File: src/rtl/cpu_types_pkg.sv
// Shared CPU type definitions: multiply/divide opcode encoding and helpers.
package cpu_types_pkg;

  localparam int MULDIV_OP_W = 3;

  typedef enum logic [MULDIV_OP_W-1:0] {
    MD_MULT  = 3'd0,
    MD_MULTU = 3'd1,
    MD_DIV   = 3'd2,
    MD_DIVU  = 3'd3,
    MD_MFHI  = 3'd4,
    MD_MFLO  = 3'd5,
    MD_MTHI  = 3'd6,
    MD_MTLO  = 3'd7
  } muldiv_op_t;

  // True for the opcodes that launch a multi-cycle iteration.
  function automatic logic is_muldiv_op(input muldiv_op_t op);
    case (op)
      MD_MULT, MD_MULTU, MD_DIV, MD_DIVU: return 1'b1;
      default:                            return 1'b0;
    endcase
  endfunction

  // True for the divide opcodes.
  function automatic logic is_div_op(input muldiv_op_t op);
    case (op)
      MD_DIV, MD_DIVU: return 1'b1;
      default:         return 1'b0;
    endcase
  endfunction

endpackage

File: src/rtl/muldiv_step.sv
// One iteration of the multiply/divide datapath, purely combinational.
// mode_div=0: BITS_PER_CYCLE shift-add steps (acc += mcand when the
//             multiplier LSB is set; mcand shifts left, multiplier right).
// mode_div=1: BITS_PER_CYCLE restoring-division steps on {rem, quotient}
//             held in acc, divisor held in mcand[WIDTH-1:0].
module muldiv_step #(
  parameter int WIDTH          = 32,
  parameter int BITS_PER_CYCLE = 1
) (
  input  logic                 mode_div,
  input  logic [2*WIDTH-1:0]   acc,
  input  logic [2*WIDTH-1:0]   mcand,
  input  logic [WIDTH-1:0]     mplier,
  output logic [2*WIDTH-1:0]   acc_nxt,
  output logic [2*WIDTH-1:0]   mcand_nxt,
  output logic [WIDTH-1:0]     mplier_nxt
);

  logic [WIDTH:0] rem_s;
  logic [WIDTH:0] diff_s;

  // Unrolled BITS_PER_CYCLE-step iteration for the selected mode.
  always_comb begin
    acc_nxt    = acc;
    mcand_nxt  = mcand;
    mplier_nxt = mplier;
    rem_s      = {(WIDTH+1){1'b0}};
    diff_s     = {(WIDTH+1){1'b0}};
    for (int i = 0; i < BITS_PER_CYCLE; i++) begin
      if (mode_div) begin
        // Partial remainder after shifting in the next dividend bit; one
        // extra bit so the borrow of the trial subtract is visible.
        rem_s  = {acc_nxt[2*WIDTH-1:WIDTH], acc_nxt[WIDTH-1]};
        diff_s = rem_s - {1'b0, mcand_nxt[WIDTH-1:0]};
        if (!diff_s[WIDTH]) begin
          acc_nxt = {diff_s[WIDTH-1:0], acc_nxt[WIDTH-2:0], 1'b1};
        end else begin
          acc_nxt = {acc_nxt[2*WIDTH-2:0], 1'b0};
        end
      end else begin
        if (mplier_nxt[0]) begin
          acc_nxt = acc_nxt + mcand_nxt;
        end else begin
          acc_nxt = acc_nxt;
        end
        mcand_nxt  = {mcand_nxt[2*WIDTH-2:0], 1'b0};
        mplier_nxt = {1'b0, mplier_nxt[WIDTH-1:1]};
      end
    end
  end

endmodule

File: src/rtl/exe_muldiv_unit.sv
// Execute-stage iterative multiply/divide unit owning the HI/LO registers.
// Optional build macro: MULDIV_EARLY_OUT_EN lets a multiply leave the
// iteration as soon as the remaining multiplier bits are all zero.
module exe_muldiv_unit
  import cpu_types_pkg::*;
#(
  parameter int WIDTH          = 32,
  parameter int BITS_PER_CYCLE = 1
) (
  input  logic              CLK,
  input  logic              nRST,
  input  logic              start,
  input  muldiv_op_t        op,
  input  logic [WIDTH-1:0]  porta,
  input  logic [WIDTH-1:0]  portb,
  input  logic              flush,
  output logic              busy,
  output logic              stall,
  output logic              done,
  output logic              div_zero,
  output logic [WIDTH-1:0]  mf_data,
  output logic [WIDTH-1:0]  hi,
  output logic [WIDTH-1:0]  lo
);

  localparam int N_ITER = WIDTH / BITS_PER_CYCLE;
  localparam int CNT_W  = (N_ITER > 1) ? $clog2(N_ITER) : 1;

  typedef enum logic [1:0] {
    ST_IDLE  = 2'd0,
    ST_ITER  = 2'd1,
    ST_FIXUP = 2'd2
  } state_t;

  state_t               state_r, state_nxt_s;
  logic [CNT_W-1:0]     cnt_r;
  logic [2*WIDTH-1:0]   acc_r, mcand_r;
  logic [WIDTH-1:0]     mplier_r;          // multiplier, or raw dividend for a divide
  logic                 is_div_r, neg_lo_r, neg_hi_r, dz_pend_r;
  logic [WIDTH-1:0]     hi_r, lo_r;
  logic                 done_r, div_zero_r;

  logic [2*WIDTH-1:0]   acc_nxt_s, mcand_nxt_s;
  logic [WIDTH-1:0]     mplier_nxt_s;
  logic                 op_signed_s, sa_s, sb_s, launch_s, idle_start_s, early_s, wr_s;
  logic [WIDTH-1:0]     mag_a_s, mag_b_s, fix_hi_s, fix_lo_s;
  logic [2*WIDTH-1:0]   prod_s;

  // Two's-complement negate when neg is set.
  function automatic logic [WIDTH-1:0] neg_if(input logic [WIDTH-1:0] v, input logic neg);
    return neg ? (~v + WIDTH'(1)) : v;
  endfunction

  // Two's-complement negate over the double-width product.
  function automatic logic [2*WIDTH-1:0] neg_if2(input logic [2*WIDTH-1:0] v, input logic neg);
    return neg ? (~v + (2*WIDTH)'(1)) : v;
  endfunction

  muldiv_step #(
    .WIDTH          (WIDTH),
    .BITS_PER_CYCLE (BITS_PER_CYCLE)
  ) u_step (
    .mode_div   (is_div_r),
    .acc        (acc_r),
    .mcand      (mcand_r),
    .mplier     (mplier_r),
    .acc_nxt    (acc_nxt_s),
    .mcand_nxt  (mcand_nxt_s),
    .mplier_nxt (mplier_nxt_s)
  );

  assign op_signed_s  = (op == MD_MULT) || (op == MD_DIV);
  assign sa_s         = op_signed_s & porta[WIDTH-1];
  assign sb_s         = op_signed_s & portb[WIDTH-1];
  assign mag_a_s      = neg_if(porta, sa_s);
  assign mag_b_s      = neg_if(portb, sb_s);
  // flush squashes whatever EX presents this cycle, including a new start.
  assign idle_start_s = start & ~flush & (state_r == ST_IDLE);
  assign launch_s     = idle_start_s & is_muldiv_op(op);
  assign wr_s         = (state_r == ST_FIXUP) & ~flush;

`ifdef MULDIV_EARLY_OUT_EN
  assign early_s = ~is_div_r & (mplier_nxt_s == {WIDTH{1'b0}});
`else
  assign early_s = 1'b0;
`endif

  // State register.
  always_ff @(posedge CLK or negedge nRST) begin
    if (!nRST) begin
      state_r <= ST_IDLE;
    end else begin
      state_r <= state_nxt_s;
    end
  end

  // Next-state logic: launch, count iterations, single fixup cycle.
  always_comb begin
    state_nxt_s = state_r;
    case (state_r)
      ST_IDLE: begin
        if (launch_s) state_nxt_s = ST_ITER;
        else          state_nxt_s = ST_IDLE;
      end
      ST_ITER: begin
        if (flush)                                        state_nxt_s = ST_IDLE;
        else if ((cnt_r == {CNT_W{1'b0}}) || early_s)     state_nxt_s = ST_FIXUP;
        else                                              state_nxt_s = ST_ITER;
      end
      ST_FIXUP: state_nxt_s = ST_IDLE;
      default:  state_nxt_s = ST_IDLE;
    endcase
  end

  // Operand capture on launch, then one datapath iteration per ITER cycle.
  always_ff @(posedge CLK or negedge nRST) begin
    if (!nRST) begin
      cnt_r     <= {CNT_W{1'b0}};
      acc_r     <= {(2*WIDTH){1'b0}};
      mcand_r   <= {(2*WIDTH){1'b0}};
      mplier_r  <= {WIDTH{1'b0}};
      is_div_r  <= 1'b0;
      neg_lo_r  <= 1'b0;
      neg_hi_r  <= 1'b0;
      dz_pend_r <= 1'b0;
    end else if (launch_s) begin
      cnt_r     <= CNT_W'(N_ITER - 1);
      is_div_r  <= is_div_op(op);
      neg_lo_r  <= sa_s ^ sb_s;
      neg_hi_r  <= sa_s;
      dz_pend_r <= is_div_op(op) & (portb == {WIDTH{1'b0}});
      mcand_r   <= {{WIDTH{1'b0}}, is_div_op(op) ? mag_b_s : mag_a_s};
      if (is_div_op(op)) begin
        acc_r    <= {{WIDTH{1'b0}}, mag_a_s};
        mplier_r <= porta;
      end else begin
        acc_r    <= {(2*WIDTH){1'b0}};
        mplier_r <= mag_b_s;
      end
    end else if (state_r == ST_ITER) begin
      cnt_r    <= cnt_r - CNT_W'(1);
      acc_r    <= acc_nxt_s;
      mcand_r  <= mcand_nxt_s;
      mplier_r <= mplier_nxt_s;
    end
  end

  // Sign correction and divide-by-zero substitution of the final result.
  always_comb begin
    prod_s   = neg_if2(acc_r, neg_lo_r);
    fix_hi_s = prod_s[2*WIDTH-1:WIDTH];
    fix_lo_s = prod_s[WIDTH-1:0];
    if (is_div_r) begin
      if (dz_pend_r) begin
        fix_hi_s = mplier_r;
        fix_lo_s = {WIDTH{1'b1}};
      end else begin
        fix_hi_s = neg_if(acc_r[2*WIDTH-1:WIDTH], neg_hi_r);
        fix_lo_s = neg_if(acc_r[WIDTH-1:0], neg_lo_r);
      end
    end else begin
      fix_hi_s = prod_s[2*WIDTH-1:WIDTH];
      fix_lo_s = prod_s[WIDTH-1:0];
    end
  end

  // HI/LO architectural registers plus registered completion flags.
  always_ff @(posedge CLK or negedge nRST) begin
    if (!nRST) begin
      hi_r       <= {WIDTH{1'b0}};
      lo_r       <= {WIDTH{1'b0}};
      done_r     <= 1'b0;
      div_zero_r <= 1'b0;
    end else begin
      done_r     <= wr_s;
      div_zero_r <= wr_s & is_div_r & dz_pend_r;
      if (wr_s) begin
        hi_r <= fix_hi_s;
        lo_r <= fix_lo_s;
      end else if (idle_start_s && (op == MD_MTHI)) begin
        hi_r <= porta;
      end else if (idle_start_s && (op == MD_MTLO)) begin
        lo_r <= porta;
      end
    end
  end

  // Move-from read port; only meaningful while EX is not stalled.
  always_comb begin
    mf_data = {WIDTH{1'b0}};
    if (start) begin
      case (op)
        MD_MFHI: mf_data = hi_r;
        MD_MFLO: mf_data = lo_r;
        default: mf_data = {WIDTH{1'b0}};
      endcase
    end else begin
      mf_data = {WIDTH{1'b0}};
    end
  end

  assign busy     = (state_r != ST_IDLE);
  assign stall    = start & busy;
  assign done     = done_r;
  assign div_zero = div_zero_r;
  assign hi       = hi_r;
  assign lo       = lo_r;

endmodule

File: config.mk
export PLATFORM = sky130hd
export DESIGN_NAME = exe_muldiv_unit
export DESIGN_NICKNAME = d
export VERILOG_FILES = /design/src/rtl/cpu_types_pkg.sv /design/src/rtl/muldiv_step.sv /design/src/rtl/exe_muldiv_unit.sv
export SDC_FILE = /design/constraint.sdc
export NUM_CORES = 1
export LEC_CHECK = 0
export CAP_MARGIN = 20
export CELL_PAD_IN_SITES_DETAIL_PLACEMENT = 1
export CELL_PAD_IN_SITES_GLOBAL_PLACEMENT = 1
export CORE_ASPECT_RATIO = 0.9
export CORE_MARGIN = 3
export CORE_UTILIZATION = 46
export CTS_BUF_LIST = sky130_fd_sc_hd__clkbuf_4
export DETAILED_ROUTE_END_ITERATION = 12
export PLACE_DENSITY = 0.9
export SETUP_SLACK_MARGIN = 0.5
export SLEW_MARGIN = 20
export SYNTH_ARGS = -nofsm -noshare
export SYNTH_HDL_FRONTEND = slang
export SYNTH_SLANG_ARGS = --single-unit
File: constraint.sdc
create_clock -name CLK -period 4 [get_ports CLK]
set_clock_uncertainty 0.1 [all_clocks]
set_input_delay 0.6 -clock CLK [delete_from_list [all_inputs] [get_ports CLK]]
set_output_delay 0.6 -clock CLK [all_outputs]
set_load 0.02 [all_outputs]
==> results_dict.tcl, run 1 <==
set metrics [dict create \
    synth_seq_cells 237 \
    post_drt_via_cell_ratio 6.88 \
    drc 0 \
    end_kind "flip-flop" \
    synth_top_cells_by_area "dfrtp_1, nand2_1, xnor2_1, o21ai_0, ha_1" \
    setup_slack_ps -389 \
    cts.sink_count 237 \
    critPathArrivalTime_ps 4960 \
    ir_drop_mv 0.427 \
    dp_hpwl_um 76600 \
    clk_pin_slew_worst_paths_ps 90 \
    timing.final.hold_violations 0 \
    post-place-ws_ps -64.1 \
    nets 3260 \
    synth_enable_flop_cells 0 \
    pin_count 171 \
    synthArstFlopShare_pct 100 \
    synth-seq-area-share_pct 27.9 \
    io_buffer_count 170 \
    die_area_um2 48900 \
    dpl_cell_area_um2 24500 \
    numCtsBuffers 71 \
    hold_path_class "input pin to asynchronous set/reset pin" \
    synth_ff_type "dfrtp_1" \
    htreeDepth 3 \
    max_stage_delay_ps 560 \
    antenna_found_initial 14 \
    slew-limit-headroom_pct 37.5 \
    cts_tree "done" \
    crit_required_ps 4570 \
    cp_max_fo 7 \
    setup_viol 25 \
    syn_nets 2942 \
    grt_pass1_vias 25500 \
    cts.path.max_buffers 3 \
    fmax_ghz 0.228 \
    coreArea_um2 45600 \
    path_cells "inv_1 > ha_4 > nor2_2 > a21oi_4 > o2111a_2 > o211ai_1 > a21oi_2 > nor3_4 > xnor2_4 > buf_12 > mux2i_1 > nor2_1 > a21oi_1 > o21ai_1" \
    start_util_pct 46.7 \
    overflow 0 \
    routed_wl_um 115000 \
    fin_area_um2 27200 \
    synth_cells 2769 \
    seqCellArea_um2 5960 \
    post-route-min-period_ps 4390 \
    worstSetupPathType "flip-flop to flip-flop" \
    syn_avg_cell_area_um2 7.68 \
    ys_types 81 \
    violations "setup timing" \
    power_density_nw_per_um2 842 \
    rsz0062_at_grt "true" \
    gp_congestion 1.04 \
    drt_first_pass_iters 6 \
    p_leak_nw 11.4 \
    cts_root_buf "clkbuf_4" \
    clk-insertion-delay-late_ps 910 \
    worstRegToRegCells 14 \
    maxCapViolCount 0 \
    yosysTopAreaCell "dfrtp_1" \
    die_w_um 233 \
    drv_slew 0 \
    finalSetupTns_ps -1870 \
    drtIter0Drc 3372 \
    multi_input_area_um2 15200 \
    die_y_um 210 \
    grt_max_degree 88 \
    yosys_warnings 0 \
    startpoint "mcand_r[2]" \
    vias 25800 \
    routedWlPerCell_um 30.7 \
    grt.total_usage_pct 42.7 \
    r2r-start "mcand_r[2]" \
    slowest_stage "o211ai_1" \
    num_rows 74 \
    fillers 5481 \
    synth_top_area_share_pct 27.9 \
    worst_slew_pin_slew_ps 936 \
    grt_pass1_wl_um 160000 \
    antenna_left 0 \
    drive_above_1_share_pct 19.4 \
    syn_area_um2 21300 \
    start_kind "flip-flop" \
    finalCritPeriodShare_pct 110 \
    status "finished, violations left" \
    syn_to_final_growth_pct 27.9 \
]
## where the power goes
group / switching [W] / internal (W) / total, W
registers: 0.00125 / 0.00315 / 0.00440
clock network: 0.00131 / 0.00119 / 0.00250
logic: 0.00955 / 0.00646 / 0.0160
## synthesized netlist by cell type, types with 33 or more instances
| master | instances |
|---|---|
| a21o_1 | 53 |
| a21oi_1 | 200 |
| a22oi_1 | 49 |
| a31oi_1 | 59 |
| clkbuf_1 | 174 |
| dfrtp_1 | 237 |
| ha_1 | 100 |
| inv_1 | 76 |
| mux2i_1 | 100 |
| nand2_1 | 423 |
| nand3_1 | 36 |
| nor2_1 | 216 |
| o211ai_1 | 33 |
| o21a_1 | 35 |
| o21ai_0 | 263 |
| o22ai_1 | 42 |
| xnor2_1 | 159 |
| xor2_1 | 80 |
## final cells by class
| cell class | count | share of cell area [%] |
|---|---|---|
| Sequential cell | 237 | 21.9 |
| Inverter | 76 | 1.06 |
| Tap cell | 608 | 2.80 |
| Clock buffer | 97 | 2.68 |
| Antenna cell | 8 | 0.0736 |
| Timing Repair Buffer | 452 | 15.1 |
| Clock inverter | 24 | 0.451 |
| Multi-Input combinational cell | 2249 | 56.0 |
## worst paths after layout
check / to / slack [ps]
max in group asynchronous: mcand_r[51] / 2410
worst min-delay path: is_div_r / 270
min in group CLK: state_r[1] / 380
worst max register to register: acc_r[49] / -390
worst max-delay path: acc_r[49] / -390
worst min register to register: state_r[1] / 380
## critical path: cells and delay by family (launching register included)
family	cells	cell delay, ps
AO/OA/AOI/OAI	6	1580
AND/OR/NAND/NOR	3	840
flip-flops	1	430
buffers and inverters	2	430
multiplexers	1	370
adder cells (fa/ha/maj)	1	280
XOR/XNOR	1	210
## flip-flops by register name, indices dropped and copies added (netlist names)
signal	cells
neg_hi_r	1
state_r	2
div_zero	1
mplier_r	32
mcand_r	64
dz_pend_r	1
is_div_r	1
acc_r	64
done	1
hi	32
cnt_r	5
neg_lo_r	1
lo	32
## through the flow
step / power, W / hold WS, ps / instances / util, %
after global placement: 0.0155 / 361 / 3530 / 53.9
after floorplan: 0.0114 / 204 / 2769 / -
after detailed placement: 0.0160 / 378 / 3530 / 53.9
final: 0.0229 / 265 / 3751 / 59.7
after CTS: 0.0200 / 253 / 3707 / 57.9
after global routing: 0.0235 / 331 / 3750 / 59.7
## cells by family (layout without fill, tap and decap cells)
group / count (synthesis) / count (layout) / synth area share [%]
compound gates: 909 / 909 / 26.7
xor+xnor: 239 / 239 / 9.84
fa+ha+maj: 102 / 102 / 6.07
buf+inv: 283 / 649 / 5.08
flops: 237 / 237 / 27.9
mux: 119 / 119 / 5.71
other cells: 0 / 8 / 0
simple gates: 880 / 880 / 18.7
## timing repair
item / 4_1_cts / 5_1_grt
pin swaps: 52 / 75
endpoints found under the hold margin: 76 / 0
resized for setup: 131 / 146
cloned: 3 / 0
hold buffers: 1 / 0
endpoints found under the setup margin: 57 / 90
buffers inserted: 52 / 36
## cells in the final DEF, fill, tap and decap left out, types with 14 or more instances in the layout
cell type,n
a211oi_1,24
a21o_1,53
a21oi_1,180
a21oi_2,17
a22oi_1,48
a31oi_1,55
and3_1,15
buf_4,248
buf_6,17
clkbuf_4,97
clkdlybuf4s50_1,168
clkinv_1,15
dfrtp_1,218
dfrtp_2,18
ha_1,77
ha_2,14
inv_1,71
mux2_2,18
mux2i_1,92
nand2_1,419
nand2b_1,19
nand3_1,36
nand4_1,20
nor2_1,203
nor3_1,23
o211ai_1,33
o21a_1,35
o21ai_0,205
o21ai_1,47
o21ai_2,18
o22ai_1,42
o31ai_1,23
or3_1,23
or4_1,16
xnor2_1,154
xor2_1,78
## routing by layer
metal / wire [um] / part of all wire [%] / track usage [%] / vias to the layer above
met4: 9340 / 8.1 / 25.1 / 10
li1: - / - / - / 10600
met1: 43200 / 38 / 55.6 / 12600
met5: 65 / 0.056 / 0 / -
met2: 48800 / 42 / 64.3 / 1915
met3: 13700 / 12 / 10.9 / 628
Power figures use the tool's default switching activity.
==> inputs of run 2 (changes only) <==
--- a/config.mk
+++ b/config.mk
@@ -5,6 +5,7 @@
 export SDC_FILE = /design/constraint.sdc
 export NUM_CORES = 1
 export LEC_CHECK = 0
+export ABC_CLOCK_PERIOD_IN_PS = 4000
 export CAP_MARGIN = 20
 export CELL_PAD_IN_SITES_DETAIL_PLACEMENT = 1
 export CELL_PAD_IN_SITES_GLOBAL_PLACEMENT = 1
==> constraint.sdc (replaced) <==
create_clock -name CLK -period 4 [get_ports CLK]
set_clock_uncertainty 0.1 [all_clocks]
set_input_delay 0.8 -clock CLK [delete_from_list [all_inputs] [get_ports CLK]]
set_output_delay 0.8 -clock CLK [all_outputs]
set_load 0.02 [all_outputs]
==> run 2 against run 1 <==
  * The run now ends clean
  * Critical path depth decreased by 1
  * Via count is 2.6% lower
  * Worst setup slack better by 390 ps
  * Cell count rose by 0.56%
  * Non-clock buffer count is 16 higher
  * Combinational power decreased by 8%
  * Core utilization is 0.071 points lower
  * Worst hold slack better by 140 ps
  * Clock power rose by 2%
  * Critical path type unchanged
  * Highest routed layer unchanged
==> results_dict.tcl, run 2 (same netlist as run 1, synthesis figures left out) <==
set metrics [dict create \
    slew-limit-headroom_pct 32.5 \
    drt_first_pass_iters 8 \
    slowest_stage "a21oi_1" \
    worst_slew_pin_slew_ps 1010 \
    postLayoutCoreUtil_pct 59.6 \
    die_area_um2 48900 \
    overflow 0 \
    ir_drop_mv 0.611 \
    num_rows 74 \
    grt_pass1_vias 25200 \
    layout.cells.most_common_list "nand2_1, buf_4, dfrtp_1, o21ai_0, nor2_1" \
    cp_max_fo 6 \
    grt.total_usage_pct 42.7 \
    die_w_um 233 \
    antenna_left 0 \
    stdcell_count 3772 \
    status "completed" \
    syn_to_final_growth_pct 27.7 \
    cts_root_buf "clkbuf_4" \
    drv_slew 0 \
    worstSetupPathType "flip-flop to flip-flop" \
    dp_hpwl_um 79000 \
    gp_congestion 1.02 \
    maxCapViolCount 0 \
    dp.cells 3580 \
    clk-insertion-delay-late_ps 870 \
    max_stage_delay_ps 480 \
    cts.sink_count 237 \
    die_y_um 210 \
    post_drt_via_cell_ratio 6.66 \
    setup_viol 0 \
    pin_count 171 \
    routedWlPerCell_um 29.3 \
    finalCritPeriodShare_pct 99.9 \
    fmax_ghz 0.250 \
    grt_max_degree 103 \
    power_density_nw_per_um2 795 \
    post-route-min-period_ps 4000 \
    htreeDepth 3 \
    routed_wl_um 110000 \
    cts.path.max_buffers 3 \
    crit_family "compound AO/OA/AOI/OAI gates" \
    nets 3279 \
    final_common_cell "nand2_1" \
    numCtsBuffers 74 \
    coreArea_um2 45600 \
    rrSetupSlack_ps 3 \
    clk_pin_slew_worst_paths_ps 80 \
    rsz0062_at_grt "true" \
    path_cells "ha_1 > a21oi_1 > o21ai_1 > a2111oi_2 > o21ai_1 > a31o_4 > buf_4 > a31oi_2 > buf_4 > inv_1 > a31oi_1 > xor2_1 > o221ai_1" \
    hold_path_class "flip-flop to flip-flop" \
    cts_tree "done" \
    antenna_found_initial 8 \
    p_leak_nw 11.6 \
    start_kind "flip-flop" \
    worstPathBufferInverterCount 3 \
    critPathArrivalTime_ps 4560 \
    io_buffer_count 170 \
    start_util_pct 46.7 \
    timing.final.hold_violations 0 \
    finalSetupTns_ps 0 \
    end_kind "flip-flop" \
    crit_required_ps 4560 \
    drive_above_1_share_pct 19.7 \
    top_regs "acc_r (64), mcand_r (64)" \
    drc 0 \
    drtIter0Drc 2726 \
    grt_pass1_wl_um 159000 \
    vias 25100 \
]
run 2: changes by cell type in the layout (fill, tap and decap cells not counted), moves of 8 or more:
| cell | delta |
|---|---|
| dlygate4sd2_1 | +34 |
| clkdlybuf4s50_1 | -33 |
| clkbuf_4 | +16 |
| o21ai_0 | +8 |
| buf_4 | +24 |
run 2: final timing paths:
kind	cells after the start	endpoint	startpoint
setup / recovery	13	acc_r[39]	mcand_r[14]
hold / removal	1	state_r[1]	cnt_r[4]
setup reg to reg	13	acc_r[39]	mcand_r[14]
hold reg to reg	1	state_r[1]	cnt_r[4]
max in group asynchronous	3	mcand_r[43]	nRST
min in group asynchronous	2	lo[5]	nRST
run 2: area by class of cell:
| type | count | area, um2 |
|---|---|---|
| clock buffer | 113 | 848 |
| antenna | 9 | 22.5 |
| multi-input combinational | 2249 | 15100 |
| clock inverter | 12 | 46.3 |
| tap | 608 | 761 |
| sequential | 237 | 5950 |
| inverter | 76 | 285 |
| fill | 5593 | 18400 |
| timing repair buffer | 468 | 4130 |
run 2: per-stage QoR:
step | cell area, um2 | hold WS (ps) | setup WS [ps] | total power [W]
after floorplan | 21300 | 348 | 544 | 0.0114
after global placement | 24900 | 364 | -330 | 0.0158
after detailed placement | 24900 | 391 | -308 | 0.0163
after CTS | 26500 | 404 | 371 | 0.0198
after global routing | 27200 | 414 | -38.3 | 0.0225
final | 27200 | 404 | 2.88 | 0.0216
run 2: repair_timing:
item,4_1_cts,5_1_grt
resized for setup,132,130
gates cloned,1,0
endpoints found under the setup margin,88,81
pin swaps,42,55
hold endpoints to repair,71,0
hold buffers,1,0
setup buffers,33,23
run 2: power breakdown:
group / internal (W) / total (W) / switching (W) / leakage, nW
registers: 0.00315 / 0.00434 / 0.00119 / 2.91
logic: 0.00602 / 0.0147 / 0.00868 / 8.15
clock network: 0.00127 / 0.00254 / 0.00127 / 0.544
total: 0.0104 / 0.0216 / 0.0111 / 11.6
run 2: metal layers:
metal / share of wire (%) / global-route usage, % / vias up
met2: 43 / 64.5 / 1586
met4: 6.1 / 20.5 / 6
met3: 11 / 10.8 / 465
met1: 40 / 57.4 / 12400
li1: - / - / 10600
met5: 0.029 / 0 / -
run 2: worst register-to-register path, stage by stage, from the launching register on:
cell	delay (ps)
dfrtp_1	440
ha_1	420
a21oi_1	480
o21ai_1	270
a2111oi_2	360
o21ai_1	150
a31o_4	240
buf_4	160
a31oi_2	250
buf_4	180
inv_1	50
a31oi_1	230
xor2_1	280
o221ai_1	200
